[config.mk]
export PLATFORM = sky130hd
export DESIGN_NAME = pwr_trans_acc
export DESIGN_NICKNAME = d
export VERILOG_FILES = /design/src/rtl/pwr_trans_acc.sv
export SDC_FILE = /design/constraint.sdc
export NUM_CORES = 1
export LEC_CHECK = 0
export ABC_AREA = 1
export ABC_CLOCK_PERIOD_IN_PS = 3900
export CORE_MARGIN = 2
export CORE_UTILIZATION = 40
export CTS_BUF_LIST = sky130_fd_sc_hd__clkbuf_4
export DETAILED_ROUTE_END_ITERATION = 10
export HOLD_SLACK_MARGIN = 0.08
export PLACE_DENSITY = 0.68
export SLEW_MARGIN = 10
export SYNTH_ARGS = -nofsm -noshare
export SYNTH_HDL_FRONTEND = slang
export SYNTH_SLANG_ARGS = --single-unit
export TNS_END_PERCENT = 100
[constraint.sdc]
create_clock -name clk -period 3.9 [get_ports clk]
set_input_delay 0.975 -clock clk [delete_from_list [all_inputs] [get_ports clk]]
set_output_delay 0.975 -clock clk [all_outputs]
set_load 0.01 [all_outputs]
[src/rtl/pwr_trans_acc.sv]
// pwr_trans_acc: transition-weighted power accumulator.
// Watches N_CH synchronous signals and detects 0->1 transitions. Each
// transition adds that channel's weight into a saturating per-channel
// accumulator and into a saturating global total. A req/ack handshake
// returns a snapshot of one channel's accumulator and sticky sat flag.
// Optional build macro PWR_FALL_EDGE_EN: 1->0 transitions also add FALL_W
// to unmasked channels.
module pwr_trans_acc #(
  parameter int N_CH   = 4,
  parameter int WW     = 4,
  parameter int CW     = 8,
  parameter int TW     = 12,
  parameter int SW     = 2,
  parameter int FALL_W = 1
) (
  input  logic               clk,
  input  logic               reset,
  input  logic               enable,
  input  logic               clr,
  input  logic [N_CH-1:0]    sig_in,
  input  logic [N_CH*WW-1:0] weight_in,
  input  logic               rd_req,
  input  logic [SW-1:0]      rd_sel,
  output logic               rd_ack,
  output logic [CW-1:0]      rd_data,
  output logic               rd_sat,
  output logic [TW-1:0]      total,
  output logic               total_sat
);

  // Per-transition increment width: wide enough for a weight or FALL_W.
  localparam int FALL_BW = $clog2(FALL_W + 1) + 1;
  localparam int DW      = (WW > FALL_BW) ? WW : FALL_BW;
  // Channel and total sums carry an extra bit so an overflow is visible
  // before clamping instead of wrapping.
  localparam int CSW     = ((CW > DW) ? CW : DW) + 1;
  localparam int TDW     = DW + $clog2(N_CH) + 1;
  localparam int TSW     = ((TW > TDW) ? TW : TDW) + 1;

  localparam logic [CSW-1:0] CNT_MAX = {{(CSW-CW){1'b0}}, {CW{1'b1}}};
  localparam logic [TSW-1:0] TOT_MAX = {{(TSW-TW){1'b0}}, {TW{1'b1}}};

  typedef enum logic [0:0] {
    RD_IDLE = 1'b0,
    RD_ACK  = 1'b1
  } rd_state_t;

  logic [N_CH-1:0] prev_r;
  logic [N_CH-1:0] rise_s;
`ifdef PWR_FALL_EDGE_EN
  logic [N_CH-1:0] fall_s;
`endif
  logic [DW-1:0]   delta_s     [N_CH];
  logic [CSW-1:0]  cnt_sum_s   [N_CH];
  logic [CW-1:0]   cnt_r       [N_CH];
  logic [CW-1:0]   cnt_nxt_s   [N_CH];
  logic [N_CH-1:0] sat_r;
  logic [N_CH-1:0] sat_nxt_s;
  logic [TDW-1:0]  tot_delta_s;
  logic [TSW-1:0]  tot_sum_s;
  logic [TW-1:0]   total_r;
  logic [TW-1:0]   total_nxt_s;
  logic            total_sat_r;
  logic            total_sat_nxt_s;

  rd_state_t       rd_state_r;
  rd_state_t       rd_state_nxt_s;
  logic [CW-1:0]   sel_cnt_s;
  logic            sel_sat_s;
  logic            rd_ack_r;
  logic            rd_ack_nxt_s;
  logic [CW-1:0]   rd_data_r;
  logic [CW-1:0]   rd_data_nxt_s;
  logic            rd_sat_r;
  logic            rd_sat_nxt_s;

  assign rise_s = sig_in & ~prev_r;
`ifdef PWR_FALL_EDGE_EN
  assign fall_s = ~sig_in & prev_r;
`endif

  // Per-channel increment for this cycle; a zero weight masks the channel.
  always_comb begin
    for (int i = 0; i < N_CH; i++) begin
      delta_s[i] = {DW{1'b0}};
      if (rise_s[i]) begin
        delta_s[i] = DW'(weight_in[i*WW +: WW]);
      end
`ifdef PWR_FALL_EDGE_EN
      else if (fall_s[i] && (weight_in[i*WW +: WW] != {WW{1'b0}})) begin
        delta_s[i] = DW'(FALL_W);
      end
`endif
      else begin
        delta_s[i] = {DW{1'b0}};
      end
    end
  end

  // Full-width sums, then clamp to the accumulator maxima and flag overflow.
  always_comb begin
    tot_delta_s = {TDW{1'b0}};
    for (int i = 0; i < N_CH; i++) begin
      cnt_sum_s[i] = CSW'(cnt_r[i]) + CSW'(delta_s[i]);
      if (cnt_sum_s[i] > CNT_MAX) begin
        cnt_nxt_s[i] = {CW{1'b1}};
        sat_nxt_s[i] = 1'b1;
      end else begin
        cnt_nxt_s[i] = cnt_sum_s[i][CW-1:0];
        sat_nxt_s[i] = sat_r[i];
      end
      tot_delta_s = tot_delta_s + TDW'(delta_s[i]);
    end
    tot_sum_s = TSW'(total_r) + TSW'(tot_delta_s);
    if (tot_sum_s > TOT_MAX) begin
      total_nxt_s     = {TW{1'b1}};
      total_sat_nxt_s = 1'b1;
    end else begin
      total_nxt_s     = tot_sum_s[TW-1:0];
      total_sat_nxt_s = total_sat_r;
    end
  end

  // Edge history always follows the input, including through reset and clr.
  always_ff @(posedge clk) begin
    prev_r <= sig_in;
  end

  // Accumulator state: reset beats clr beats accumulate; enable=0 freezes.
  always_ff @(posedge clk) begin
    if (reset || clr) begin
      for (int i = 0; i < N_CH; i++) begin
        cnt_r[i] <= {CW{1'b0}};
      end
      sat_r       <= {N_CH{1'b0}};
      total_r     <= {TW{1'b0}};
      total_sat_r <= 1'b0;
    end else if (enable) begin
      for (int i = 0; i < N_CH; i++) begin
        cnt_r[i] <= cnt_nxt_s[i];
      end
      sat_r       <= sat_nxt_s;
      total_r     <= total_nxt_s;
      total_sat_r <= total_sat_nxt_s;
    end else begin
      for (int i = 0; i < N_CH; i++) begin
        cnt_r[i] <= cnt_r[i];
      end
      sat_r       <= sat_r;
      total_r     <= total_r;
      total_sat_r <= total_sat_r;
    end
  end

  // Read-select mux; an index with no matching channel reads as zero.
  always_comb begin
    sel_cnt_s = {CW{1'b0}};
    sel_sat_s = 1'b0;
    for (int i = 0; i < N_CH; i++) begin
      sel_cnt_s = (rd_sel == SW'(i)) ? cnt_r[i] : sel_cnt_s;
      sel_sat_s = (rd_sel == SW'(i)) ? sat_r[i] : sel_sat_s;
    end
  end

  // Read FSM state register.
  always_ff @(posedge clk) begin
    if (reset) begin
      rd_state_r <= RD_IDLE;
    end else begin
      rd_state_r <= rd_state_nxt_s;
    end
  end

  // Read FSM next state: one capture per rising request.
  always_comb begin
    rd_state_nxt_s = RD_IDLE;
    case (rd_state_r)
      RD_IDLE: begin
        if (rd_req) begin
          rd_state_nxt_s = RD_ACK;
        end else begin
          rd_state_nxt_s = RD_IDLE;
        end
      end
      RD_ACK: begin
        if (rd_req) begin
          rd_state_nxt_s = RD_ACK;
        end else begin
          rd_state_nxt_s = RD_IDLE;
        end
      end
      default: rd_state_nxt_s = RD_IDLE;
    endcase
  end

  // Read FSM outputs: snapshot on acceptance, hold while acknowledged.
  always_comb begin
    rd_ack_nxt_s  = 1'b0;
    rd_data_nxt_s = rd_data_r;
    rd_sat_nxt_s  = rd_sat_r;
    case (rd_state_r)
      RD_IDLE: begin
        if (rd_req) begin
          rd_ack_nxt_s  = 1'b1;
          rd_data_nxt_s = sel_cnt_s;
          rd_sat_nxt_s  = sel_sat_s;
        end else begin
          rd_ack_nxt_s  = 1'b0;
        end
      end
      RD_ACK: begin
        if (rd_req) begin
          rd_ack_nxt_s = 1'b1;
        end else begin
          rd_ack_nxt_s = 1'b0;
        end
      end
      default: rd_ack_nxt_s = 1'b0;
    endcase
  end

  // Registered read outputs.
  always_ff @(posedge clk) begin
    if (reset) begin
      rd_ack_r  <= 1'b0;
      rd_data_r <= {CW{1'b0}};
      rd_sat_r  <= 1'b0;
    end else begin
      rd_ack_r  <= rd_ack_nxt_s;
      rd_data_r <= rd_data_nxt_s;
      rd_sat_r  <= rd_sat_nxt_s;
    end
  end

  assign rd_ack    = rd_ack_r;
  assign rd_data   = rd_data_r;
  assign rd_sat    = rd_sat_r;
  assign total     = total_r;
  assign total_sat = total_sat_r;

endmodule

==> flow_summary.yaml, run 1 <==
timing:
  min_period_ns: 3.787
  setup_viol_count_final: 0
  hold_ws_ns: 0.4662
  finalHoldViolCount: 0
  fin_skew_ns: 0.02000
  fmax_mhz: 264.1
  max_slew_margin_pct: 63.58
  tightest_slew_ns: 0.5457
  finalCritPeriodShare_pct: 97.09
  rsz0062_at_grt: "false"
  slew_viol_final: 0
global_routing:
  grt_use_met3_pct: 3.797
  grt_pass1_vias: 3978
  grt_busiest_layer: "met2"
  grt_start_max_net_pins: 33
  grtUsageMet2_pct: 35.27
  grt_pass1_wl_um: 18880
  antenna_found_initial: 0
  use_met1_pct: 26.58
  grt_usage_pct: 20.80
  overflow: 0
pwr:
  static-leakage-power_nw: 2.738
  peakVddDrop_mv: 0.1581
  cellPowerDensity_nw_per_um2: 289.5
  total_power_mw: 1.575
floorplan:
  core-area_um2: 10750
  pin_count: 50
  dieHeight_um: 108.3
  die-area_um2: 11730
  rows: 38
  die_w_um: 108.3
  start_util_pct: 40.50
cells_and_area:
  final_nets: 709
  fin_util_pct: 50.64
  multiInputGateArea_um2: 2506
  area_growth_pct: 25.04
  register_area_um2: 1582
  num_antenna_cells: 0
  fillers: 1030
  drive_above_1_share_pct: 13.02
logic_synthesis:
  synth_edf_count: 32
  synth-async-reset-ratio_pct: 0
  mappedNetlistArea_um2: 4352
  synth.yosys.seq_area_share_pct: 36.34
  ys.flop_type: "edfxtp_1"
  netlist-cell-type-count: 33
  syn_area_per_cell_um2: 7.688
  synth_cells: 566
  yosys_warnings: 0
  ys_ff_latch: 63
  synth_fp_nets: 635
setup_path:
  worstSetupPathType: "input pin to register"
  worstSetupStartpointType: "input pin"
  cp_data_required_time_ns: 4.26
  path_max_fanout: 4
  crit_arrival_ns: 4.14
  endpoint_kind: "register"
cts:
  path_clk_slew_ns: 0.12
  cts_buffer_depth: 2
  cts_inserted_buffers: 9
  cts-root-buf: "clkbuf_4"
  cts_tree: "built"
  clock-sinks: 63
  insertion_delay_ns: 0.42
  h-tree-depth: 3
detailed_routing:
  drcViolationCount: 0
  drt_iter0_markers: 303
  ant_nets: 0
  wl_um: 11570
  dr.pass1.iters: 6
  vias: 4168
  viasPerCell: 5.310
  routedWlPerCell_um: 14.74
status:
  status: "finished clean"
placed_design:
  gp_congestion: 0.9038
  dp.final_hpwl_um: 8679
  io_buffers: 49
flow_run:
  drv_cap: 0
hold_path:
  hp-class: "register to register"
==> timing repair <==
item / CTS / global route
hold buffers: 0 / 0
resized for setup: 20 / 29
pin swaps: 7 / 17
gates cloned: 1 / 0
setup buffers: 2 / 5
setup endpoints to repair: 13 / 13
==> worst max-delay path, stage by stage <==
cell and delay [ns]:
clkdlybuf4s50_1 0.46, and3_4 0.19, fa_1 0.42, fa_1 0.50, inv_2 0.04, fa_1 0.51
inv_2 0.05, ha_4 0.27, buf_6 0.11, nand2_2 0.05, nor2_2 0.13, nand2_1 0.08
nand3_2 0.10, nand2_2 0.06, nand2_2 0.07, nand3_2 0.07, nand2_1 0.06
==> layout by cell type (no fill, tap or decap), types with 3 or more instances in the layout <==
cell             count
nor2_1              29
nand2_4              3
inv_2                6
o22ai_1              5
nand3_2             11
nor3_1               3
fa_1                13
a31oi_1              8
clkbuf_4            11
nand3_1             68
inv_1               87
ha_1                24
o21ai_0             25
a21oi_1             37
nor2_2               4
dfxtp_1             31
o211ai_1             3
clkdlybuf4s50_1     40
nand2_1            121
edfxtp_1            32
nand2_2              8
or2_2                3
buf_4               18
xnor2_1              6
dlymetal6s2s_1       6
nand4_1             13
==> stage by stage <==
stage / instances / setup TNS, ns / instance area, µm² / setup slack, ns
after global placement: 761 / -7.375 / 5080 / -0.6154
after detailed placement: 761 / -8.533 / 5080 / -0.7159
after global routing: 785 / 0 / 5441 / 0.02998
final: 785 / 0 / 5441 / 0.1134
after floorplan: 566 / 0 / 4354 / 0.008090
after CTS: 780 / 0 / 5321 / 0.001027
==> synth_stat cells, drive strengths merged, types with 4 or more instances <==
cell type / instances / area (µm²)
edfxtp: 32 / 960.9
nand2: 131 / 499.2
a31oi: 8 / 50.05
or2: 4 / 25.03
inv: 93 / 351.6
nand4: 15 / 115.1
nor2: 34 / 140.1
a21oi: 38 / 190.2
fa: 15 / 300.3
o22ai: 5 / 31.28
nand3: 79 / 395.4
o21ai: 26 / 130.1
dfxtp: 31 / 620.6
buf: 8 / 57.55
ha: 27 / 337.8
xnor2: 6 / 52.55
==> area by class of cell <==
cell class | count | area share (%)
clock inverter | 5 | 1.334
multi-input combinational | 403 | 46.06
timing repair buffer | 70 | 12.35
clock buffer | 11 | 1.518
sequential | 63 | 29.06
tap | 140 | 3.219
inverter | 93 | 6.461
==> sequential cells by signal, summed over array words and instances, names as in the netlist <==
name       flops
sat_r          4
total         12
prev_r         4
total_sat      1
rd_sat         1
rd_ack         1
cnt_r         32
rd_data        8
==> kinds of logic (layout without fill, tap and decap cells) <==
logic type | count (synthesis) | in the layout | synth area share, %
simple gates | 271 | 272 | 28.06
buf+inv | 101 | 179 | 9.402
compound gates | 81 | 81 | 9.919
flops | 63 | 63 | 36.34
fa+ha+maj | 42 | 42 | 14.66
xor+xnor | 8 | 8 | 1.610
==> where the power goes <==
group          internal [mW]  total [mW]  switching [mW]
logic                  0.139       0.304           0.165
registers              0.727       0.755          0.0278
clock network          0.270       0.516           0.246
total                   1.14        1.58           0.439
==> routing by layer <==
layer / routed length (µm) / vias to the layer above
li1: - / 2042
met1: 5003 / 1944
met2: 5590 / 162
met3: 775 / 20
met4: 202 / 0
met5: 0 / -
==> path summary, 6_finish.rpt <==
path / startpoint / end / slack (ns) / cells after the start
min: total_sat / total_sat / 0.47 / 2
max reg2reg: prev_r[3] / total[7] / 0.42 / 15
max: weight_in[15] / total[7] / 0.11 / 17
min reg2reg: total_sat / total_sat / 0.47 / 2
Note: power is estimated with default switching activity, not from simulation.
==> run 2, diff against run 1 <==
- RECOVER_POWER: default -> 50
- TNS_END_PERCENT: 100 -> default
==> run 2 against run 1 <==
Against the previous run:
- count of clock-buffer cells in the layout unchanged
- highest routed layer unchanged
- power is 0.63% lower
- critical path type unchanged
- maximum frequency up 0.19%
- critical endpoint unchanged
==> flow_summary.yaml, run 2 (same netlist as run 1, synthesis figures left out) <==
status:
  status: "finished clean"
cts:
  h-tree-depth: 3
  cts_tree: "built"
  cts_inserted_buffers: 9
  path_clk_slew_ns: 0.12
  insertion_delay_ns: 0.42
  cts-root-buf: "clkbuf_4"
  clock-sinks: 63
  cts_buffer_depth: 2
floorplan:
  pin_count: 50
  rows: 38
  core-area_um2: 10750
  die-area_um2: 11730
  die_w_um: 108.3
  dieHeight_um: 108.3
  start_util_pct: 40.50
placed_design:
  place_ws_ns: -0.7159
  gp_congestion: 0.9038
  dp.cells: 761
  io_buffers: 49
  dp.final_hpwl_um: 8679
pwr:
  static-leakage-power_nw: 2.802
  cellPowerDensity_nw_per_um2: 289.0
  total_power_mw: 1.565
  peakVddDrop_mv: 0.1560
detailed_routing:
  dr.pass1.iters: 5
  vias: 4159
  drt_iter0_markers: 283
  wl_um: 11560
  routedWlPerCell_um: 14.73
  drcViolationCount: 0
  ant_nets: 0
  viasPerCell: 5.298
setup_path:
  worstSetupPathType: "input pin to register"
  path_max_fanout: 4
  cp_data_required_time_ns: 4.25
  worstSetupStartpointType: "input pin"
  endpoint_kind: "register"
  crit_arrival_ns: 4.13
global_routing:
  overflow: 0
  grt_start_max_net_pins: 33
  grt_pass1_vias: 3978
  grt_usage_pct: 20.80
  antenna_found_initial: 0
  grt_pass1_wl_um: 18880
timing:
  fin_skew_ns: 0.01867
  setup_viol_count_final: 0
  hold_ws_ns: 0.4635
  fmax_mhz: 264.6
  tightest_slew_ns: 0.8628
  finalCritPeriodShare_pct: 96.91
  slew_viol_final: 0
  rsz0062_at_grt: "false"
  setup_slack_ns: 0.1205
  max_slew_margin_pct: 42.48
  min_period_ns: 3.780
  finalHoldViolCount: 0
cells_and_area:
  regMostFlops: "cnt_r"
  area_growth_pct: 24.47
  num_antenna_cells: 0
  final_common_cell: "nand2_1"
  drive_above_1_share_pct: 12.56
  fin_cells: 785
  fin_util_pct: 50.41
  largest_reg_flops: 32
  final_nets: 709
  most-common-layout-cells: "nand2_1 (121), inv_1 (88), nand3_1 (68), a21oi_1 (37), edfxtp_1 (32)"
hold_path:
  hp-class: "register to register"
flow_run:
  drv_cap: 0
[run 2: changes by cell type in the layout (fill, tap and decap cells not counted), sizes merged]
| cell | before | now |
|---|---|---|
| buf | 21 | 20 |
| clkbuf | 13 | 14 |
| dlygate4sd3 | 0 | 27 |
| clkdlybuf4s50 | 40 | 13 |
[run 2: worst max-delay path, stage by stage]
cell and delay [ns]:
clkdlybuf4s50_1 0.46, and3_4 0.19, fa_1 0.42, fa_1 0.50, inv_2 0.04, fa_1 0.51, inv_2 0.05, ha_4 0.28
buf_6 0.11, nand2_2 0.05, nor2_2 0.12, nand2_1 0.07, nand3_2 0.09, nand2_2 0.06, nand2_2 0.07, nand3_2 0.07
nand2_1 0.06
[run 2: what timing repair did]
action / 4_1_cts / 5_1_grt
hold buffers: 0 / 0
pin swaps: 7 / 17
resized for setup: 20 / 29
hold endpoints to repair: 0 / 0
setup buffers: 2 / 5
setup endpoints to repair: 13 / 13
gates cloned: 1 / 0
[run 2: metal layers]
metal,wire length [µm],global-route usage [%],vias to the layer above
met5,0,0,-
met4,245,7.418,0
met3,817,3.797,24
met2,5539,35.27,189
met1,4957,26.58,1904
li1,-,-,2042
[run 2: worst paths after layout]
kind	startpoint	to	slack, ns	depth (start not counted)
setup reg to reg	prev_r[3]	total[7]	0.43	15
hold reg to reg	total_sat	total_sat	0.46	2
setup / recovery	weight_in[15]	total[7]	0.12	17
hold / removal	total_sat	total_sat	0.46	2
[run 2: cell type report]
| cell class | instances | area (µm²) |
|---|---|---|
| fillers | 1032 | 5329 |
| clock inverters | 5 | 72.57 |
| multi-input cells | 403 | 2496 |
| inverters | 93 | 351.6 |
| well taps | 140 | 175.2 |
| repair buffers | 70 | 656.9 |
| flip-flops and latches | 63 | 1582 |
| clock buffers | 11 | 82.58 |
[run 2: power by group]
part / internal [mW] / switching [mW]
Sequential: 0.727 / 0.0273
Combinational: 0.133 / 0.164
Clock: 0.270 / 0.244
[run 2: stage by stage]
| step | TNS (ns) | cell area, µm² |
|---|---|---|
| finish | 0 | 5416 |
| CTS | 0 | 5321 |
| floorplan | 0 | 4354 |
| detailed placement | -8.533 | 5080 |
| global placement | -7.375 | 5080 |
| global route | 0 | 5416 |
==> run 3, diff against run 2 <==
- PLACE_DENSITY: 0.68 -> default
- PLACE_DENSITY_LB_ADDON: default -> 0.1
- REMOVE_ABC_BUFFERS: default -> 1
==> run 3 against run 2 <==
Against the previous run:
- core utilization is 0.21 points lower
- combinational power hardly changed
- cell area is 0.42% lower
- hold slack worse by 0.0017 ns
- non-clock buffer count is 5 higher
- worst setup slack better by 0.0050 ns
- maximum frequency is 0.13% higher
- clock power is 12% lower
- critical path type unchanged
- critical endpoint is now total[5]
==> flow_summary.yaml, run 3 (same netlist as run 1, synthesis figures left out) <==
floorplan:
  rows: 38
  dieHeight_um: 108.3
  die-area_um2: 11730
  pin_count: 50
  start_util_pct: 40.50
  core-area_um2: 10750
  die_w_um: 108.3
cts:
  path_clk_slew_ns: 0.11
  cts-root-buf: "clkbuf_4"
  cts_buffer_depth: 2
  cts_tree: "built"
  clock-sinks: 63
  insertion_delay_ns: 0.43
  h-tree-depth: 3
  ctsHoldBuffers: 0
  cts_inserted_buffers: 9
detailed_routing:
  drt_iter0_markers: 167
  ant_nets: 0
  vias: 4030
  routedWlPerCell_um: 14.72
  viasPerCell: 5.108
  dr.pass1.iters: 6
  met2WireLength_um: 5479
  drcViolationCount: 0
  wl_met3_um: 474
  wl_um: 11610
  wirelength_met1_um: 5547
  highest_layer: "met4"
global_routing:
  grt_pass1_wl_um: 19200
  grt_start_max_net_pins: 29
  antenna_found_initial: 0
  grt_pass1_vias: 3908
  overflow: 0
  grt_usage_pct: 21.25
cells_and_area:
  register_area_um2: 1582
  final_nets: 713
  area_growth_pct: 23.95
  most-common-layout-cells: "nand2_1 (127), inv_1 (87), nand3_1 (69), a21oi_1 (36)"
  multiInputGateArea_um2: 2474
  drive_above_1_share_pct: 11.86
  fin_area_um2: 5394
  regMostFlops: "cnt_r"
  num_antenna_cells: 0
  fin_util_pct: 50.20
  final_common_cell: "nand2_1"
  fillers: 1086
  largest_reg_flops: 32
timing:
  finalHoldViolCount: 0
  tightest_slew_ns: 1.093
  setup_slack_ns: 0.1255
  fmax_mhz: 264.9
  max_slew_margin_pct: 27.13
  slew_viol_final: 0
  fin_skew_ns: 0.02105
  finalCritPeriodShare_pct: 96.78
  rsz0062_at_grt: "false"
  setup_viol_count_final: 0
  min_period_ns: 3.775
placed_design:
  gp_congestion: 0.8577
  dp.final_hpwl_um: 8783
  place_ws_ns: -0.7741
  io_buffers: 49
  postPlaceCellArea_um2: 5140
setup_path:
  cp_data_required_time_ns: 4.21
  path_cells: "clkdlybuf4s50_1 -> nand3_2 -> fa_2 -> fa_1 -> fa_1 -> inv_1 -> ha_4 -> fa_2 -> nand3_2 -> nand2_2 -> or2_2 -> nand3_1 -> nand3_1"
  worstSetupStartpointType: "input pin"
  path_max_fanout: 3
  cp_top_family: "adder cells"
  critPathBufInv: 2
  cpMaxStageDelayCell: "fa_1"
  crit_arrival_ns: 4.08
  worstSetupPathType: "input pin to register"
  slowest_delay_ns: 0.51
  endpoint_kind: "register"
hold_path:
  hp-class: "register to register"
flow_run:
  drv_cap: 0
status:
  status: "finished clean"
pwr:
  total_power_mw: 1.506
  cellPowerDensity_nw_per_um2: 279.2
  static-leakage-power_nw: 2.757
  peakVddDrop_mv: 0.1259
run 3: power breakdown:
| group | total, mW | switching, mW | leakage (nW) | internal [mW] |
|---|---|---|---|---|
| logic | 0.298 | 0.166 | 2.06 | 0.133 |
| clock network | 0.453 | 0.264 | 0.0691 | 0.190 |
| registers | 0.754 | 0.0270 | 0.625 | 0.727 |
| total | 1.51 | 0.456 | 2.76 | 1.05 |
run 3: path summary, 6_finish.rpt:
check	start	slack [ns]	depth (start not counted)	end
setup / recovery	weight_in[12]	0.13	13	total[5]
hold / removal	total_sat	0.46	2	total_sat
setup reg to reg	prev_r[3]	0.50	13	total[5]
hold reg to reg	total_sat	0.46	2	total_sat
run 3: worst register-to-register path, cell delays in order, from the launching register on:
cell and delay (ns):
dfxtp_1 0.32, inv_1 0.14, nand3_2 0.13, fa_1 0.57, fa_1 0.45, fa_1 0.51
inv_1 0.07, ha_4 0.17, fa_2 0.38, nand3_2 0.09, nand2_2 0.06, or2_2 0.26
nand3_1 0.07, nand3_1 0.07
run 3: per-stage QoR:
stage	std cells	hold slack, ns	TNS (ns)
floorplan	558	0.4274	-0.05659
global placement	771	0.4416	-8.388
detailed placement	771	0.4489	-8.860
CTS	788	0.4679	0
global route	789	0.5061	0
finish	789	0.4619	0
run 3: final cells by class:
cell class / count / share of cell area, %
clock buffers: 9 / 1.253
clock inverters: 7 / 1.183
inverters: 93 / 6.518
multi-input cells: 402 / 45.86
flip-flops and latches: 63 / 29.32
well taps: 140 / 3.248
repair buffers: 75 / 12.62
run 3: what timing repair did:
item,CTS,global route
resized for setup,21,23
buffers inserted,1,1
pin swaps,9,16
endpoints found under the setup margin,13,13
run 3: per-layer routing:
layer  up-vias  global-route usage [%]
met1      1878                   29.36
met2        90                   34.73
met5         -                       0
met4         0                   5.495
li1       2050                       -
met3        12                   3.436
